`src/rtl/clock_switch_ctrl_if.sv`:
```
// Request/response handshake between a clock-select requester and the
// clock switch control sequencer.
interface clock_switch_ctrl_if #(
  parameter int SEL_W = 2
);
  logic             req_valid;
  logic [SEL_W-1:0] req_sel;
  logic             req_ready;
  logic             rsp_valid;
  logic [1:0]       rsp_code;

  modport master (
    output req_valid, req_sel,
    input  req_ready, rsp_valid, rsp_code
  );

  modport slave (
    input  req_valid, req_sel,
    output req_ready, rsp_valid, rsp_code
  );
endinterface

```
`src/rtl/clock_switch_ctrl.sv`:
```
// Control sequencer for the glitch-free clock switch: power-up ICG bypass,
// handshaked clock selection with settle time, and scan-mode entry.
module clock_switch_ctrl #(
  parameter int NUM_CLK    = 3,
  parameter int SEL_W      = 2,
  parameter int DEF_SEL    = 1,
  parameter int INIT_CYC   = 32,
  parameter int SETTLE_CYC = 16
) (
  input  logic                 clk,
  input  logic                 rst_clk_n,
  clock_switch_ctrl_if.slave   bus,
  input  logic                 scan_req,
  output logic [SEL_W-1:0]     clk_sel,
  output logic                 dc_scan_mode,
  output logic                 icg_scan_mode,
  output logic                 busy
);

  localparam int CNT_MAX = (INIT_CYC > SETTLE_CYC) ? INIT_CYC : SETTLE_CYC;
  localparam int CNT_W   = (CNT_MAX > 1) ? $clog2(CNT_MAX) : 1;

  localparam logic [CNT_W-1:0] INIT_LD   = CNT_W'(INIT_CYC - 1);
  localparam logic [CNT_W-1:0] SETTLE_LD = CNT_W'(SETTLE_CYC - 1);
  localparam logic [SEL_W:0]   NUM_CLK_W = (SEL_W + 1)'(NUM_CLK);
  localparam logic [SEL_W-1:0] DEF_SEL_W = SEL_W'(DEF_SEL);

  localparam logic [1:0] RSP_OK    = 2'b00;
  localparam logic [1:0] RSP_ILLEG = 2'b01;
  localparam logic [1:0] RSP_NOOP  = 2'b10;

  typedef enum logic [2:0] {
    S_INIT,
    S_IDLE,
    S_SETTLE,
    S_RESP,
    S_SCAN
  } state_t;

  state_t           state, state_nxt;
  logic [CNT_W-1:0] cnt, cnt_nxt;
  logic [SEL_W-1:0] sel_nxt;
  logic [1:0]       code_nxt;
  logic             ready_d, rsp_valid_d, dc_d, icg_d, busy_d;

  // NOTE: state uses non-blocking assignments so every register samples
  // pre-edge values; the synchronous reset also covers every output register.
  always_ff @(posedge clk) begin
    if (!rst_clk_n) begin
      state         <= S_INIT;
      cnt           <= INIT_LD;
      clk_sel       <= DEF_SEL_W;
      bus.rsp_code  <= RSP_OK;
      bus.req_ready <= 1'b0;
      bus.rsp_valid <= 1'b0;
      dc_scan_mode  <= 1'b0;
      icg_scan_mode <= 1'b1;
      busy          <= 1'b1;
    end else begin
      state         <= state_nxt;
      cnt           <= cnt_nxt;
      clk_sel       <= sel_nxt;
      bus.rsp_code  <= code_nxt;
      bus.req_ready <= ready_d;
      bus.rsp_valid <= rsp_valid_d;
      dc_scan_mode  <= dc_d;
      icg_scan_mode <= icg_d;
      busy          <= busy_d;
    end
  end

  // NOTE: every comb output gets a default first so no path infers a latch.
  always_comb begin
    state_nxt = state;
    cnt_nxt   = cnt;
    sel_nxt   = clk_sel;
    code_nxt  = bus.rsp_code;
    unique case (state)
      S_INIT: begin
        if (cnt == '0) state_nxt = S_IDLE;
        else           cnt_nxt   = cnt - 1'b1;
      end
      S_IDLE: begin
        // Scan entry outranks a concurrent request, which stays pending.
        if (scan_req) begin
          state_nxt = S_SCAN;
        end else if (bus.req_valid) begin
          if ({1'b0, bus.req_sel} >= NUM_CLK_W) begin
            code_nxt  = RSP_ILLEG;
            state_nxt = S_RESP;
          end else if (bus.req_sel == clk_sel) begin
            code_nxt  = RSP_NOOP;
            state_nxt = S_RESP;
          end else begin
            sel_nxt   = bus.req_sel;
            cnt_nxt   = SETTLE_LD;
            state_nxt = S_SETTLE;
          end
        end
      end
      S_SETTLE: begin
        if (cnt == '0) begin
          code_nxt  = RSP_OK;
          state_nxt = S_RESP;
        end else begin
          cnt_nxt = cnt - 1'b1;
        end
      end
      S_RESP:  state_nxt = S_IDLE;
      S_SCAN:  if (!scan_req) state_nxt = S_IDLE;
      default: state_nxt = S_INIT;
    endcase
  end

  // Outputs are decoded from the next state so they land in registers.
  always_comb begin
    ready_d     = (state_nxt == S_IDLE);
    busy_d      = (state_nxt != S_IDLE);
    rsp_valid_d = (state_nxt == S_RESP);
    dc_d        = (state_nxt == S_SCAN);
    icg_d       = (state_nxt == S_INIT);
  end

endmodule
```
`src/flat_wrapper.sv`:
```
// flat-port wrapper written by rule: the top's interface ports become plain ports
module clock_switch_ctrl_flat 
#(
  parameter int NUM_CLK    = 3,
  parameter int SEL_W      = 2,
  parameter int DEF_SEL    = 1,
  parameter int INIT_CYC   = 32,
  parameter int SETTLE_CYC = 16
)
  (clk, rst_clk_n, scan_req, clk_sel, dc_scan_mode, icg_scan_mode, busy, bus_req_valid, bus_req_sel, bus_req_ready, bus_rsp_valid, bus_rsp_code);
  clock_switch_ctrl_if #(.SEL_W(SEL_W)) bus_i ();
  input  logic clk;
  input  logic rst_clk_n;
  input  logic scan_req;
  output logic [SEL_W-1:0] clk_sel;
  output logic dc_scan_mode;
  output logic icg_scan_mode;
  output logic busy;
  input wire logic [$bits(bus_i.req_valid)-1:0] bus_req_valid;
  input wire logic [$bits(bus_i.req_sel)-1:0] bus_req_sel;
  output wire logic [$bits(bus_i.req_ready)-1:0] bus_req_ready;
  output wire logic [$bits(bus_i.rsp_valid)-1:0] bus_rsp_valid;
  output wire logic [$bits(bus_i.rsp_code)-1:0] bus_rsp_code;
  assign bus_i.req_valid = bus_req_valid;
  assign bus_i.req_sel = bus_req_sel;
  assign bus_req_ready = bus_i.req_ready;
  assign bus_rsp_valid = bus_i.rsp_valid;
  assign bus_rsp_code = bus_i.rsp_code;
  clock_switch_ctrl #(.NUM_CLK(NUM_CLK), .SEL_W(SEL_W), .DEF_SEL(DEF_SEL), .INIT_CYC(INIT_CYC), .SETTLE_CYC(SETTLE_CYC)) u_core (.clk(clk), .rst_clk_n(rst_clk_n), .bus(bus_i), .scan_req(scan_req), .clk_sel(clk_sel), .dc_scan_mode(dc_scan_mode), .icg_scan_mode(icg_scan_mode), .busy(busy));
endmodule
```
`config.mk`:
```
export PLATFORM = sky130hd
export DESIGN_NAME = clock_switch_ctrl_flat
export DESIGN_NICKNAME = d
export VERILOG_FILES = /design/src/rtl/clock_switch_ctrl_if.sv /design/src/rtl/clock_switch_ctrl.sv /design/src/flat_wrapper.sv
export SDC_FILE = /design/constraint.sdc
export NUM_CORES = 1
export LEC_CHECK = 0
export CORE_MARGIN = 1.5
export CORE_UTILIZATION = 54
export CTS_CLUSTER_DIAMETER = 60
export DETAILED_ROUTE_END_ITERATION = 8
export PLACE_DENSITY = 0.87
export SYNTH_ARGS = -nofsm -noshare
export SYNTH_HDL_FRONTEND = slang
export SYNTH_SLANG_ARGS = --single-unit
```
`constraint.sdc`:
```
create_clock -name clk -period 4.8 [get_ports clk]
set_input_delay 0.96 -clock clk [delete_from_list [all_inputs] [get_ports clk]]
set_output_delay 0.96 -clock clk [all_outputs]
set_load 0.01 [all_outputs]
```
Yosys cells after proc, flatten, opt, wreduce, memory -nomap -nowiden
Index checks and enable logic that the tools add are counted.

word-level totals
  flip-flop bits (word level) = 17
  logic and storage cells = 59
  memories = 0
  latch bits = 0
  RAM bits = 0
  bits in read-only memories = 0
  input bits = 6

cells by class
  muxes and demuxes = 20
  bitwise logic cells = 3
  equal/unequal tests = 16
  magnitude comparators = 1
  divide/modulo/power cells = 0
  multiply operators = 0
  $add $sub $neg = 1
  reductions and logical operators = 9
  shift operators = 0

operators by type and width
  operator                                                  count
  two-way mux 5 bit                                         5
  two-way mux 3 bit                                         6
  case mux 3 bit (5 select lines)                           1
  two-way mux 2 bit                                         5
  inequality test 2 bit, second input constant              5
  case mux 5 bit (2 select lines)                           1
  AND reduction 5 bit                                       2
  == test 3 x 2 -> 1 bit, second input constant             3
  == test 3 x 1 -> 1 bit, second input constant             2
  == test 3 bit, second input constant                      2
  logical NOT 3 bit                                         2
  inequality test 3 x 1 -> 1 bit, second input constant     2
  AND reduction 6 bit                                       1
  logical NOT 5 bit                                         1
  subtractor 5 x 1 -> 5 bit, second input constant          1
  case mux 2 bit (2 select lines)                           1
  nonzero test 2 bit                                        2
  NOT 1 bit                                                 3
  == test 2 bit                                             1
  greater-or-equal comparator 2 bit, second input constant  1
  inequality test 2 x 1 -> 1 bit, second input constant     1
  OR reduction 2 bit                                        1
  two-way mux 1 bit                                         1

Logic depth before layout (Yosys ltp)
Gate-level depths: netlist of run 1.

  word-level depth = 7
  gate-level depth with buffers = 7

Worst setup path before layout of run 1
Ideal clock, no wire load.

  kind = input -> register
  start point = input bus_req_sel[1]
  end point = register u_core.busy
  slack = 2.869 ns
  data required time = 4.680 ns
  arrival time = 1.811 ns
  stages on the path = 5
  library setup time = 0.120 ns
  cells stage by stage = nor2b_1 -> o21bai_1 -> a21oi_1 -> o32a_1 -> or2_1

between the ends
  cells in the longest elaborated chain, start to end = 7
  elaborated cells between the ends (all ways) = 8
  classes of those cells = 1 x order compare; 2 x eq/ne; 5 x mux

RTL lines
  item                                 RTL line                  text
  start, declared                      flat_wrapper.sv:20        input wire logic [$bits(bus_i.req_sel)-1:0] bus_req_sel;
  == test 2 bit                        clock_switch_ctrl.sv:91   end else if (bus.req_sel == clk_sel) begin
  two-way mux 1 bit                    clock_switch_ctrl.sv:91
  two-way mux 3 bit (*)                clock_switch_ctrl.sv:88   if ({1'b0, bus.req_sel} >= NUM_CLK_W) begin
  two-way mux 3 bit (*)                clock_switch_ctrl.sv:87   end else if (bus.req_valid) begin
  two-way mux 3 bit (*)                clock_switch_ctrl.sv:85   if (scan_req) begin
  case mux 3 bit (5 select lines) (*)  clock_switch_ctrl.sv:78   unique case (state)
  inequality test 3 x 1 -> 1 bit (*)   clock_switch_ctrl.sv:118  busy_d = (state_nxt != S_IDLE);
  end signal, assigned                 clock_switch_ctrl.sv:68   busy <= busy_d;
  end, declared                        clock_switch_ctrl.sv:17   output logic busy

Mark *: on every way between the ends. The rest lies on a longest branch, timed or not.
A chain may end at the register's enable or synchronous reset.

Worst setup path after layout of run 1
  start point = input bus_req_sel[1]
  end point = register u_core.bus.rsp_code[1]

between the ends
  cells in the longest elaborated chain, start to end = 5
  elaborated cells between the ends (all ways) = 8
  classes of those cells = 1 x order compare; 2 x eq/ne; 4 x mux; 1 x reduce/logical

RTL lines
  item                               RTL line                    text
  greater-or-equal comparator 2 bit  clock_switch_ctrl.sv:88
  two-way mux 2 bit                  clock_switch_ctrl.sv:88
  two-way mux 2 bit                  clock_switch_ctrl.sv:87
  two-way mux 2 bit                  clock_switch_ctrl.sv:85
  case mux 2 bit (2 select lines)    clock_switch_ctrl.sv:78
  end signal, assigned               clock_switch_ctrl.sv:63     bus.rsp_code <= code_nxt;
  end, declared                      clock_switch_ctrl_if.sv:19  output req_ready, rsp_valid, rsp_code

Parallel ways exist; a longest one is shown, timed or not. The select of a mux whose other input is x is not followed.

==> metrics, run 1 <==
remaining antenna violation count 0; I/O Buffers 14; Final Power 0.242 mW; CP Capture Type register; Layout fillers 123; mux contribution to synthesized area 0.0230; pwr dens 233 mW/mm^2; RSZ-0062 raised after global routing false; Setup crit start bus_req_sel[1]; first-pass GRT wire length 3090 um; layout cells sized above 1 0.0948; hold depth 2; worst rel slew slack 0.665; pin count of the biggest net entering global routing 16; max-slew violations 0; hold path startpoint u_core.cnt[1]$_SDFFE_PN1P_; Area growth syn-to-layout 19.6%; fmax 424 MHz; CTS root buffer clkbuf_4; measured slew at the worst slew-check pin 0.501 ns; kind of critical path in2reg; clk buf depth 2; DR vias 783; area of the multi-input gates 493 um^2; worst r2r src u_core.cnt[0]$_SDFFE_PN1P_; Row Count 14; GPL Wtd Cong 0.815; hold endpoint u_core.cnt[1]$_SDFFE_PN1P_; worst r2r path cells 6; R2R Path End u_core.busy$_SDFF_PN1_; Pre-antenna DRT Iters 6; initial antenna violation count 0; crit-path cells clkdlybuf4s50_1 > nor2b_1 > o21bai_1 > nand2_1 > a211oi_1 > o21a_1; Fin Hold WS 0.527 ns; vias per cell 5.93; cell taking the most area after synthesis dfxtp_1; Layout Cells excl Fill 132; Overflow after GRT 0; cell count after synthesis 102; Syn Nets 110; Core Region 0.00151 mm^2; post-synthesis cell type count 36; initial drt markers 30; WP data arrival 2.59 ns; post-CTS sizing 0; Seq/Total Area, Yosys 0.391; Worst EP required 5.03 ns; CTS Sinks 17; Starting Density 0.577; vias in the first global route 736; Worst setup SP type input port; number of top-level pins 15; fin crit share 0.491; R2R setup slack 3.07 ns; Detail Placement HPWL 1320 um; xor/xnor share of the synthesized area 0.0101; clk slew on worst S/H paths 0.10 ns; Final #Nets 125; Post-Synth Adder-Cell Area 0.0288; simple-gate share of the synthesized area 0.276; Area contributors post-synth dfxtp_1 (39%), nand2_1 (4.7%), nor2b_1 (4.3%); Synth Register Bits 17; WL final 1810 um; Max Cap Viol 0; status completed; cell leakage power 0.410 nW; maximum VDD drop 0.000143 V; Num CTS Buffers 3; CP max stage cell clkdlybuf4s50_1; Die Wd 43.1 um; worst skew pair latency 0.29 ns; worst-path fanout max 5; Sum Neg Setup Slack 0 ns; worst hold path class reg2reg; postcts setup bufs 0; post-synthesis compound-gate area fraction 0.229; CTS tree built; # DRC 0; Total GRT Usage 0.214; Ant. Diodes 0; Avg Cell Area, Syn 8.53 um^2; routed wire length per instance 13.7 um; Final Hold Fails 0; full die area 0.00186 mm^2; Die Ht 43.1 um; Final min period 2.36 ns; YS warnings 0; H-tree depth 1; final setup fails 0; post-synth top area share 0.391; Placed Instances 128; Setup Skew 0.00122 ns; CP peak stage delay 0.48 ns; Netlist Area Pre-Place 870 um^2; Reg area 340 um^2; hold buffers post-CTS 0; largest family of logic cells by synthesized area simple AND/OR/NAND/NOR gates
## report_power, final
group | leakage, nW | switching (mW) | internal (mW)
clock network | 0.0177 | 0.0466 | 0.0310
logic | 0.254 | 0.00965 | 0.00913
registers | 0.138 | 0.00268 | 0.143
total | 0.410 | 0.0589 | 0.183
## flip-flops by register name, indices dropped and copies added (netlist names)
| register | cells |
|---|---|
| u_core.cnt | 5 |
| u_core.state | 3 |
| u_core.bus.rsp_valid | 1 |
| u_core.clk_sel | 2 |
| u_core.bus.req_ready | 1 |
| u_core.busy | 1 |
| u_core.icg_scan_mode | 1 |
| u_core.bus.rsp_code | 2 |
| u_core.dc_scan_mode | 1 |
## per-layer routing
layer | vias to the layer above | wire length, um | GRT usage
li1 | 389 | - | -
met1 | 374 | 840 | 0.265
met2 | 15 | 879 | 0.376
met3 | 5 | 66 | 0.0255
met4 | 0 | 19 | 0.0727
met5 | - | 0 | 0
## worst max-delay path, delay by kind of cell
kind                   cells  cell delay, ns
AND/OR/NAND/NOR            2            0.33
AO/OA/AOI/OAI              3            0.82
buffers and inverters      1            0.48
## logic make-up after synthesis
| kind of cell | after synthesis |
|---|---|
| DFF | 17 |
| buffers and inverters | 9 |
| AOI/OAI and AO/OA | 29 |
| and+or+nand+nor | 42 |
| adders and majority gates | 2 |
| xor gates and xnor gates | 1 |
| muxes | 2 |
## cells in the final DEF (no fill, tap or decap), drive strengths merged, types with 3 or more instances in the layout
cell / n
o31ai: 3
o21ai: 6
nor2: 6
inv: 5
nand3: 4
clkdlybuf4s50: 14
nand2: 11
a21oi: 6
nor2b: 6
dfxtp: 17
clkbuf: 3
nor3: 6
## worst max-delay path by stage
| stage | slack, ns | to | cells past startpoint |
|---|---|---|---|
| 4_1_cts | 2.46 | u_core.bus.rsp_code[1]$_SDFFE_PN0P_ | 6 |
| 6_report | 2.44 | u_core.bus.rsp_code[1]$_SDFFE_PN0P_ | 6 |
| 3_3_place_gp | 2.21 | u_core.cnt[3]$_SDFFE_PN1P_ | 6 |
| 5_1_grt | 2.33 | u_core.cnt[3]$_SDFFE_PN1P_ | 6 |
| 2_1_floorplan | 2.87 | u_core.busy$_SDFF_PN1_ | 5 |
| 3_5_place_dp | 2.18 | u_core.cnt[3]$_SDFFE_PN1P_ | 6 |
## final cells by class
| cell class | instances | share of cell area |
|---|---|---|
| Tap cell | 16 | 0.0193 |
| Sequential cell | 17 | 0.327 |
| Clock inverter | 1 | 0.00481 |
| Timing Repair Buffer | 14 | 0.135 |
| Inverter | 5 | 0.0181 |
| Clock buffer | 3 | 0.0217 |
| Multi-Input combinational cell | 76 | 0.474 |
## synthesized netlist by cell type
library cell,n
o211a_1,1
and4bb_2,1
nand3_1,4
nor4b_4,1
a21oi_2,1
and2b_2,2
or2_1,1
nand3b_1,1
nor4_1,1
o21ai_0,6
buf_2,2
mux2i_1,2
nor2b_1,6
nor2_1,5
nor3_1,6
o211ai_1,2
a32oi_1,1
a21boi_0,1
clkbuf_1,2
a211oi_1,1
dfxtp_1,17
ha_1,2
o21bai_1,2
nand2b_1,1
nand2_1,11
or3_1,1
xnor2_1,1
o31ai_1,3
a21bo_2,1
o21a_1,2
inv_1,5
o32a_1,1
o22ai_1,1
a21oi_1,5
a22oi_1,1
nor2_2,1
## through the flow
| stage | instance area [um^2] | worst slack, ns | utilization |
|---|---|---|---|
| 3_5_place_dp | 1010 | 2.18 | 0.672 |
| 6_report | 1040 | 2.44 | 0.690 |
| 4_1_cts | 1040 | 2.46 | 0.690 |
| 3_3_place_gp | 1010 | 2.21 | 0.672 |
| 2_1_floorplan | 870 | 2.87 | - |
| 5_1_grt | 1040 | 2.33 | 0.690 |
Note: power is estimated with default switching activity, not from simulation.
==> inputs of run 2 (changes only) <==
- CORE_UTILIZATION: 54 -> 45
- PLACE_DENSITY: 0.87 -> 0.78
- clock period: 4.8 -> 2.05 ns (I/O delays scaled with it)
==> run 2 against run 1 <==
Power increased by 140%. Global-route usage decreased by 1.5 points. Setup slack worse by 2.2 ns. Sequential cell count stayed put. Worst hold slack improved by 0.0038 ns. Sequential share of layout area decreased by 1.7 points. Final cell count grew 11%. Register-to-register slack worse by 2.8 ns. Combinational power increased to 2.7 times the previous value. Largest power group unchanged.
==> metrics, run 2 (synthesis results as in run 1) <==
status completed; Final min period 1.78 ns; worst skew pair latency 0.30 ns; kind of critical path reg2reg; met2 WL 868 um; Die Wd 47.0 um; Final #Nets 131; RSZ-0062 raised after global routing false; clk buf depth 2; CP max stage cell nor4b_4; worst r2r path cells 6; initial antenna violation count 0; # DRC 0; Final Power 0.579 mW; Core Region 0.00176 mm^2; number of top-level pins 15; CP peak stage delay 0.38 ns; Layout fillers 165; most common cell after layout, fill and taps aside dfxtp_1; CTS Sinks 17; Area growth syn-to-layout 26.0%; Pre-antenna DRT Iters 4; hold buffers post-CTS 0; vias in the first global route 711; switching pwr 0.144 mW; switching share of power 0.249; biggest registers after layout u_core.cnt x5, u_core.state x3; Die Ht 47.0 um; Starting Density 0.493; CTS root buffer clkbuf_4; initial drt markers 26; Fin Hold WS 0.531 ns; measured slew at the worst slew-check pin 0.422 ns; worst-path fanout max 6; post-CTS sizing 0; fmax 561 MHz; cell leakage power 0.440 nW; Comb pwr share 0.087; worst rel slew slack 0.718; Ant. Diodes 0; DR vias 802; number of flip-flops in the largest register 5; I/O Buffers 14; Most flops, register u_core.cnt; vias per cell 5.46; max-slew violations 0; Total GRT Usage 0.198; Row Count 15; Internal Pwr Total 0.435 mW; Worst EP required 2.25 ns; Setup Skew 0.00241 ns; Num CTS Buffers 3; final setup fails 0; crit-path cells inv_1 > ha_1 > nor4b_4 > nor2_2 > o32a_1 > or2_1; CP Capture Type register; Max Cap Viol 0; pwr dens 528 mW/mm^2; full die area 0.00221 mm^2; CTS tree built; worst hold path class reg2reg; postcts setup bufs 0; WP data arrival 1.98 ns; Detail Placement HPWL 1410 um; met3 wire len 105 um; hold depth 2; WL final 1880 um; fin crit share 0.869; Final Hold Fails 0; Layout Utilization 0.621; Sum Neg Setup Slack 0 ns; Max Used Layer met4; maximum VDD drop 0.000431 V; layout cells sized above 1 0.139; commonest non-fill, non-tap cells in the layout dfxtp_1 (17), clkdlybuf4s50_1 (14), nand2_1 (11); H-tree depth 1; Overflow after GRT 0; pin count of the biggest net entering global routing 11; routed wire length per instance 12.8 um; clk slew on worst S/H paths 0.10 ns; part of the power in registers 0.590; Worst setup SP type register; metal1 wirelength 871 um; clock power share 0.322; first-pass GRT wire length 3080 um; remaining antenna violation count 0; GPL Wtd Cong 0.867
[run 2: cell count changes in the layout (fill, tap and decap cells not counted), sizes merged]
cell	previous run	this run
buf	0	6
[run 2: final timing paths]
check                                            from  slack (ns)                                  end
setup / recovery           u_core.cnt[0]$_SDFFE_PN1P_        0.27               u_core.busy$_SDFF_PN1_
hold / removal    u_core.bus.rsp_code[0]$_SDFFE_PN0P_        0.53  u_core.bus.rsp_code[0]$_SDFFE_PN0P_
setup reg to reg           u_core.cnt[0]$_SDFFE_PN1P_        0.27               u_core.busy$_SDFF_PN1_
hold reg to reg   u_core.bus.rsp_code[0]$_SDFFE_PN0P_        0.53  u_core.bus.rsp_code[0]$_SDFFE_PN0P_
[run 2: area by class of cell]
cell class / instances / area [um^2] / share of cell area
multi-input cells: 76 / 493 / 0.450
repair buffers: 20 / 185 / 0.169
flip-flops and latches: 17 / 340 / 0.311
well taps: 25 / 31.3 / 0.0285
inverters: 5 / 18.8 / 0.0171
clock buffers: 3 / 22.5 / 0.0205
clock inverters: 1 / 5.00 / 0.00457
[run 2: worst max-delay path: cells and delay by family (launching register included)]
| family | cells | cell delay [ns] |
|---|---|---|
| AO/OA/AOI/OAI | 1 | 0.36 |
| adder cells (fa/ha/maj) | 1 | 0.18 |
| flip-flops | 1 | 0.35 |
| buffers and inverters | 1 | 0.10 |
| AND/OR/NAND/NOR | 3 | 0.69 |
[run 2: metal layers]
| layer | vias to the layer above | track usage |
|---|---|---|
| met4 | 0 | 0.0833 |
| met2 | 23 | 0.304 |
| met3 | 5 | 0.0500 |
| met5 | - | 0 |
| met1 | 369 | 0.265 |
| li1 | 405 | - |
[run 2: power by group through the flow]
stage | Clock [mW] | Sequential (mW) | Combinational, mW
after detailed placement | 0 | 0.349 | 0.0501
after global placement | 0 | 0.349 | 0.0491
final | 0.186 | 0.342 | 0.0506
after floorplan | 0 | 0.348 | 0.0255
after CTS | 0.187 | 0.342 | 0.0505
after global routing | 0.200 | 0.342 | 0.0564
[run 2: through the flow]
| step | cell area, um^2 | std cells | setup slack, ns |
|---|---|---|---|
| floorplan | 870 | 102 | 0.517 |
| global placement | 1070 | 143 | 0.0781 |
| detailed placement | 1070 | 143 | 0.0558 |
| CTS | 1100 | 147 | 0.266 |
| global route | 1100 | 147 | 0.161 |
| finish | 1100 | 147 | 0.269 |
==> RTL change: new RTL, config.mk and constraints of run 1 <==
The 5 states of `state_t` get a one-hot encoding in 5 bits.
--- a/src/rtl/clock_switch_ctrl.sv
+++ b/src/rtl/clock_switch_ctrl.sv
@@ -30,10 +30,10 @@
   localparam logic [1:0] RSP_NOOP  = 2'b10;
 
-  typedef enum logic [2:0] {
-    S_INIT,
-    S_IDLE,
-    S_SETTLE,
-    S_RESP,
-    S_SCAN
+  typedef enum logic [4:0] {
+    S_INIT   = 5'b00001,
+    S_IDLE   = 5'b00010,
+    S_SETTLE = 5'b00100,
+    S_RESP   = 5'b01000,
+    S_SCAN   = 5'b10000
   } state_t;
 
Check against the original RTL: same outputs for any inputs over 10 cycles, from zero or initial values and one cycle with rst_clk_n low; not proved beyond that.
==> RTL change against run 1 <==
Die area up 12%. Sequential cell count increased by 2. Final cell count increased by 11%. Design area rose by 10%. Power increased by 8.7%. Critical endpoint is now u_core.cnt[1]. Register-to-register slack got worse by 0.09 ns. Via count rose by 2.7%. Area after synthesis grew 13%. Wire length down 0.33%. Global-route usage increased by 0.14 points. First-iteration DRC count is 57% lower. Critical path depth unchanged. Worst setup slack improved by 0.061 ns.
==> RTL change: results <==
[global_route]
first_global_vias = 781

[synth]
synth-compound-area-share = 0.1436
synth_seq_area_share = 0.3863
synth_xor_area_frac = 0.04447
synth_nets = 116
synth.area.mux_share = 0.02033
synth_cell_types = 39
avgSynthCellArea_um2 = 9.118
synth_area_leaders = dfxtp_1 (39%), nand2_1 (4.6%), nand3_1 (3.6%), nor2b_1 (3.2%), o311ai_4 (2.7%)

[placement]
place.gp.congestion = 0.7831
dp.cells = 142
dp_hpwl_um = 1353

[finish]
layout.cells.non_filler = 146
biggestRegsByFlops = u_core.cnt (5), u_core.state (5)
drive_gt1_frac = 0.09091

[critical_path]
rrSetupSlack_ns = 2.98
rr_endpoint = u_core.bus.rsp_code[1]
cp_data_arrival_time_ns = 2.49
worstPathMaxFanout = 6

[routing]
wire_per_inst_um = 12.32
drt-initial-drc-count = 13
vias_per_cell = 5.507

[status]
status = finished clean

[sta]
slew_headroom = 0.5653

[min_path]
min_to = u_core.bus.rsp_code[0]

[pwr]
ir_drop_v = 0.0001725
p_leak_nw = 0.4493
==> RTL change: cell count changes after synthesis, sizes merged, moves of 3 or more <==
cell and change:
and2 +4, o21ai -4, a21oi -3, nand3 +3
nand4 +3, o31ai -3, xor2 +3
==> RTL change: critical path, cell delays in order <==
cell	delay, ns
clkdlybuf4s50_1	0.56
nand2b_1	0.18
o311ai_4	0.13
o211ai_2	0.32
and2_1	0.24
o211ai_1	0.10
==> RTL change: metrics by stage <==
stage	setup slack, ns	util	hold slack (ns)
floorplan	2.835	-	0.4749
global placement	2.236	0.6471	0.4861
detailed placement	2.176	0.6471	0.4950
CTS	2.502	0.6630	0.5123
global route	2.399	0.6630	0.5611
finish	2.503	0.6630	0.5114
==> RTL change: worst max-delay path by stage <==
| stage | cells after the start | endpoint | from |
|---|---|---|---|
| floorplan | 5 | u_core.cnt[4] | bus_req_sel[0] |
| global placement | 6 | u_core.cnt[1] | bus_req_sel[1] |
| detailed placement | 6 | u_core.cnt[1] | bus_req_sel[1] |
| CTS | 6 | u_core.cnt[1] | bus_req_sel[1] |
| global route | 6 | u_core.cnt[1] | bus_req_sel[1] |
| finish | 6 | u_core.cnt[1] | bus_req_sel[1] |
==> RTL change: per-layer routing <==
| layer | vias up | wire length (µm) | global-route usage |
|---|---|---|---|
| met1 | 375 | 802 | 0.2836 |
| met3 | 4 | 76 | 0.03571 |
| met2 | 17 | 894 | 0.3493 |
| li1 | 408 | - | - |
| met5 | - | 0 | 0 |
| met4 | 0 | 26 | 0.08571 |
==> RTL change: power breakdown <==
group	internal (mW)	switching [mW]
Combinational	0.00953	0.00993
Clock	0.0311	0.0512
Sequential	0.160	0.00189
Total	0.200	0.0630
==> RTL change: final cells by class <==
class | count | area [µm²]
flip-flops and latches | 19 | 380.4
fillers | 157 | 581.8
inverters | 4 | 15.01
well taps | 25 | 31.28
repair buffers | 14 | 140.1
multi-input cells | 80 | 550.5
clock buffers | 3 | 22.52
clock inverters | 1 | 5.005
==> RTL change: cells by family after synthesis <==
family	after synthesis
AOI/OAI and AO/OA	17
adders and majority gates	2
and+or+nand+nor	54
DFF	19
muxes	2
buffers and inverters	9
xor gates and xnor gates	5
